**config.mk**
```make
export PLATFORM = sky130hd
export DESIGN_NAME = muldiv_unit
export DESIGN_NICKNAME = d
export VERILOG_FILES = /design/src/rtl/muldiv_pkg.sv /design/src/rtl/div_step.sv /design/src/rtl/muldiv_unit.sv
export SDC_FILE = /design/constraint.sdc
export NUM_CORES = 1
export LEC_CHECK = 0
export CORE_UTILIZATION = 60
export DETAILED_ROUTE_END_ITERATION = 10
export HOLD_SLACK_MARGIN = 0.12
export MAX_ROUTING_LAYER = met4
export PLACE_DENSITY = 0.86
export SYNTH_ARGS = -nofsm -noshare
export SYNTH_HDL_FRONTEND = slang
export SYNTH_SLANG_ARGS = --single-unit
```
**constraint.sdc**
```tcl
create_clock -name clk -period 13.62 [get_ports clk]
set_clock_uncertainty 0.05 [all_clocks]
set_input_delay 2.043 -clock clk [delete_from_list [all_inputs] [get_ports clk]]
set_output_delay 2.043 -clock clk [all_outputs]
set_load 0.02 [all_outputs]
```
**src/rtl/muldiv_pkg.sv**
```systemverilog
// Shared definitions for the sequential multiply/divide unit.
// Holds the FSM state encoding, op selects and the iteration count.
package muldiv_pkg;

  typedef enum logic [1:0] {
    IDLE = 2'd0,
    RUN  = 2'd1,
    FIX  = 2'd2,
    DONE = 2'd3
  } state_t;

  localparam logic OP_MULT = 1'b0;
  localparam logic OP_DIV  = 1'b1;

  localparam int ITERATIONS = 32;
  localparam int CNT_W      = $clog2(ITERATIONS);

endpackage

```
**src/rtl/div_step.sv**
```systemverilog
// One restoring-division iteration on unsigned magnitudes:
// shift the next dividend bit into the remainder, trial-subtract, keep or restore.
module div_step #(
  parameter int WIDTH = 32
) (
  input  logic [WIDTH-1:0] rem_in,
  input  logic [WIDTH-1:0] quo_in,
  input  logic [WIDTH-1:0] divisor,
  output logic [WIDTH-1:0] rem_out,
  output logic [WIDTH-1:0] quo_out
);

  logic [WIDTH:0] shifted;
  logic [WIDTH:0] diff;

  assign shifted = {rem_in, quo_in[WIDTH-1]};
  assign diff    = shifted - {1'b0, divisor};

  // The remainder is always below the divisor, so a borrow shows up in the top bit.
  always_comb begin
    rem_out = shifted[WIDTH-1:0];
    quo_out = {quo_in[WIDTH-2:0], 1'b0};
    if (!diff[WIDTH]) begin
      rem_out = diff[WIDTH-1:0];
      quo_out = {quo_in[WIDTH-2:0], 1'b1};
    end
  end

endmodule

```
**src/rtl/muldiv_unit.sv**
```systemverilog
// Iterative signed multiply (radix-2 Booth) and signed divide (restoring on magnitudes).
// Fixed 34-cycle latency; divide-by-zero completes immediately without touching hi/lo.
module muldiv_unit
  import muldiv_pkg::*;
#(
  parameter int WIDTH = 32
) (
  input  logic             clk,
  input  logic             reset,
  input  logic             start,
  input  logic             op,
  input  logic [WIDTH-1:0] a,
  input  logic [WIDTH-1:0] b,
  output logic             busy,
  output logic             done,
  output logic [WIDTH-1:0] hi,
  output logic [WIDTH-1:0] lo,
  output logic             div_zero
);

  state_t           state;
  logic [CNT_W-1:0] cnt;
  logic             op_reg;
  logic             rem_neg;
  logic             quo_neg;
  logic [WIDTH-1:0] m_reg;
  logic [WIDTH:0]   work_hi;
  logic [WIDTH-1:0] work_lo;
  logic             qm1;

  logic [WIDTH:0]   booth_sum;
  logic [WIDTH:0]   m_ext;
  logic [WIDTH-1:0] rem_next;
  logic [WIDTH-1:0] quo_next;
  logic [WIDTH-1:0] a_mag;
  logic [WIDTH-1:0] b_mag;

  assign a_mag = a[WIDTH-1] ? -a : a;
  assign b_mag = b[WIDTH-1] ? -b : b;
  assign m_ext = {m_reg[WIDTH-1], m_reg};

  // Booth recoding of the multiplier LSB pair; one guard bit keeps -(-2^31) representable.
  always_comb begin
    booth_sum = work_hi;
    case ({work_lo[0], qm1})
      2'b01:   booth_sum = work_hi + m_ext;
      2'b10:   booth_sum = work_hi - m_ext;
      default: booth_sum = work_hi;
    endcase
  end

  div_step #(.WIDTH(WIDTH)) u_div_step (
    .rem_in  (work_hi[WIDTH-1:0]),
    .quo_in  (work_lo),
    .divisor (m_reg),
    .rem_out (rem_next),
    .quo_out (quo_next)
  );

  always_ff @(posedge clk or posedge reset) begin
    if (reset) begin
      state    <= IDLE;
      cnt      <= '0;
      op_reg   <= OP_MULT;
      rem_neg  <= 1'b0;
      quo_neg  <= 1'b0;
      m_reg    <= '0;
      work_hi  <= '0;
      work_lo  <= '0;
      qm1      <= 1'b0;
      busy     <= 1'b0;
      done     <= 1'b0;
      div_zero <= 1'b0;
      hi       <= '0;
      lo       <= '0;
    end else begin
      case (state)
        IDLE: begin
          done     <= 1'b0;
          div_zero <= 1'b0;
          if (start) begin
            if (op == OP_DIV && b == '0) begin
              state    <= DONE;
              done     <= 1'b1;
              div_zero <= 1'b1;
            end else begin
              state   <= RUN;
              busy    <= 1'b1;
              cnt     <= '0;
              op_reg  <= op;
              rem_neg <= a[WIDTH-1];
              quo_neg <= a[WIDTH-1] ^ b[WIDTH-1];
              qm1     <= 1'b0;
              work_hi <= '0;
              if (op == OP_DIV) begin
                m_reg   <= b_mag;
                work_lo <= a_mag;
              end else begin
                m_reg   <= a;
                work_lo <= b;
              end
            end
          end
        end
        RUN: begin
          cnt <= cnt + 1'b1;
          if (op_reg == OP_DIV) begin
            work_hi <= {1'b0, rem_next};
            work_lo <= quo_next;
          end else begin
            work_hi <= {booth_sum[WIDTH], booth_sum[WIDTH:1]};
            work_lo <= {booth_sum[0], work_lo[WIDTH-1:1]};
            qm1     <= work_lo[0];
          end
          if (cnt == CNT_W'(ITERATIONS - 1)) begin
            state <= FIX;
          end
        end
        FIX: begin
          if (op_reg == OP_DIV) begin
            hi <= rem_neg ? -work_hi[WIDTH-1:0] : work_hi[WIDTH-1:0];
            lo <= quo_neg ? -work_lo : work_lo;
          end else begin
            hi <= work_hi[WIDTH-1:0];
            lo <= work_lo;
          end
          busy  <= 1'b0;
          done  <= 1'b1;
          state <= DONE;
        end
        DONE: begin
          done     <= 1'b0;
          div_zero <= 1'b0;
          state    <= IDLE;
        end
        default: state <= IDLE;
      endcase
    end
  end

endmodule

```
==> reports/results.tsv <==
metric	value	unit
CP Cell Sequence	clkdlybuf4s50_1 -> or4_1 -> nor4_1 -> a311o_2 -> buf_4 -> a21boi_4 -> buf_4 -> nand2_1 -> nand2_1 -> a21oi_1 -> a22oi_1	
Pre-Repair DR Iteration Count	6	
dpl cells	2316	
DR WL/cell	21.85	um
Hold Buf Count CTS	0	
cells after synthesis	1948	
VDD IR max	0.1688	mV
Slew Viols, Final	0	
vias in the first global route	14573	
initial antenna violation count	0	
post-layout util	0.6940	
Final Instance Area	17380	um^2
max reg flops	33	
synth warn	0	
placed cell areas	16740	um^2
setup tns final	0	ns
CTS root buffer	clkbuf_16	
first-pass GRT wire length	80030	um
Final Setup Violations	0	
largest net degree at the start of global routing	106	
CTS resizes	0	
number of synthesized flops with an enable pin	0	
sequential cell area	4380	um^2
cell family with most CP delay	buffers and inverters	
Worst setup EP type	register	
CTS Buf Count	17	
Final Net Count	2152	
achievable frequency	162.8	MHz
Tcrit/Tclk final	0.4510	
Vias	15482	
area of the multi-input gates	10190	um^2
Longest Clk Path Bufs	2	
Reg with most FFs	work_hi	
Final Hold Viols	0	
Crit path buffers/inverters	3	
worst setup path class	input pin to register	
Clock Sinks	175	
commonest cells in the netlist	o21ai_0 (209), nand2_1 (208), a21oi_1 (191)	
Slew @ Worst Pin	1.102	ns
Max-cap violations	0	
slew margin rel.	0.2636	
Crit path largest cell delay	0.86	ns
worst hold-check path type	register to register	
clk_lat worst skew	0.44	ns
Synth top area share	0.2868	
Mean Syn Cell Area	7.837	um^2
Layout fillers	2070	
H-tree depth	4	
fraction of layout cells with a size suffix above 1	0.04658	
Syn-to-layout area delta	13.81	%
Synth cell types	80	
Chip Height	161.5	um
crit path max fanout	75	
Critical Path AT	6.45	ns
r2r setup slk	7.99	ns
drt initial violations	1481	
Synth area leaders	dfrtp_1 (29%), o21ai_0 (6.9%), ha_1 (6.3%)	
RSZ-0062 raised after global routing	false	
standard-cell rows	58	
CP startpoint kind	input pin	
Post-CTS Setup Inserts	0	
Clock transition at path regs	0.08	ns
Final Non-Filler Cells	2348	
Antenna Nets Post-Route	0	
Ports	135	
Core Box Area	25040	um^2
status	complete, no violations	
DIE WIDTH	161.5	um
DPL Wire Length	38650	um
gpl congestion	1.037	
Synth Flop Type	dfrtp_1	
ant diodes	0	
Congestion Overflow GR	0	
Worst EP required	13.93	ns
final WL	51310	um
die area	26090	um^2
starting density of the core	0.6098	
synthesized flop and latch total	175	
Via density	6.594	
Yosys top cell by area	dfrtp_1	
Net Count, Synth	2095	
CTS tree	yes	
top-count cell post-synth	o21ai_0	
time the worst path needs with I/O delays and setup	6.143	ns
Static Leak	7.370	nW
mapped cell area	15270	um^2
Pwr Density	306.9	nW/um^2
sequential area share after synthesis	0.2868	
total track usage	0.4078	
asr flop ratio synth	1.000	
slowest CP cell	a21boi_4	
# DRC	0	
Port Buffer Count	134	
[worst paths after layout]
kind	from	end	cells past startpoint
max in group asynchronous	reset	work_lo[31]$_DFFE_PP0P_	3
worst min register to register	done$_DFFE_PP0P_	done$_DFFE_PP0P_	2
worst min-delay path	done$_DFFE_PP0P_	done$_DFFE_PP0P_	2
worst max register to register	m_reg[6]$_DFFE_PP0P_	work_hi[30]$_DFFE_PP0P_	14
worst max-delay path	b[25]	work_hi[29]$_DFFE_PP0P_	11
min in group asynchronous	reset	work_lo[7]$_DFFE_PP0P_	2
[per-stage QoR]
step	power, mW	hold WS (ns)	setup WS [ns]
after floorplan	3.633	0.4142	6.782
after global placement	4.617	0.4320	7.229
after detailed placement	4.703	0.4413	7.134
after CTS	5.245	0.4586	7.572
after global routing	5.697	0.4744	7.155
final	5.333	0.4502	7.477
[worst min-delay path: cells and delay by family, from the launching register on]
kind | cells | cell delay (ns)
DFF | 1 | 0.36
AOI/OAI and AO/OA | 1 | 0.05
and+or+nand+nor | 1 | 0.05
[cell type report]
type	count	share of cell area
repair buffers	154	0.08569
well taps	330	0.02376
multi-input cells	1587	0.5867
inverters	70	0.01541
clock inverters	15	0.01181
clock buffers	17	0.02448
flip-flops and latches	175	0.2521
[kinds of logic (layout without fill, tap and decap cells)]
family,count (synthesis),count (layout),share of synthesized area
multiplexers,68,68,0.04581
flip-flops,175,175,0.2868
AND/OR/NAND/NOR,595,595,0.1822
AO/OA/AOI/OAI,651,651,0.2609
XOR/XNOR,194,194,0.1113
adder cells (fa/ha/maj),79,79,0.06573
buffers and inverters,186,256,0.04720
[placed cells by master, fill, tap and decap left out, types with 8 or more instances in the layout]
cell type        synthesis  final
nand4_1                 12     12
a211oi_1                17     17
nor4_1                  22     22
or3_1                   10     10
a22oi_1                 14     14
ha_1                    77     75
nor2_1                 177    177
nand2_1                208    208
o31ai_1                 24     24
inv_1                   69     68
dfrtp_1                175    174
o22ai_1                  9      9
buf_4                    2     21
o41ai_1                 17     17
xor2_1                  97     97
nor3_1                  33     33
mux2_2                  15     15
and3_1                  21     21
or4_1                   14     14
a21o_1                  32     32
o21ai_0                209    209
clkdlybuf4s50_1          0    133
nor3b_1                  9      9
a21oi_1                191    191
nand2b_1                10     10
and2_1                  15     15
a31oi_1                 27     27
mux2i_1                 53     53
o21a_1                   9      9
o211ai_1                22     22
xnor2_1                 97     97
nand3_1                 28     28
a41oi_1                  8      8
clkbuf_16                0     17
[where the power goes]
| group | internal (mW) | switching (mW) | leakage (nW) |
|---|---|---|---|
| clock | 0.255 | 0.265 | 0.300 |
| sequential | 0.765 | 0.399 | 2.12 |
| combinational | 1.48 | 2.17 | 4.95 |
[routing by layer]
| layer | share of wire | routed length [um] | global-route usage | vias to the layer above |
|---|---|---|---|---|
| met5 | 0 | 0 | - | - |
| met4 | 0.057 | 2931 | 0.2183 | 0 |
| met3 | 0.069 | 3544 | 0.05162 | 167 |
| met2 | 0.47 | 24110 | 0.6505 | 811 |
| met1 | 0.40 | 20730 | 0.5049 | 7340 |
| li1 | - | - | - | 7164 |
No activity file was read; power rests on OpenSTA's default activity.
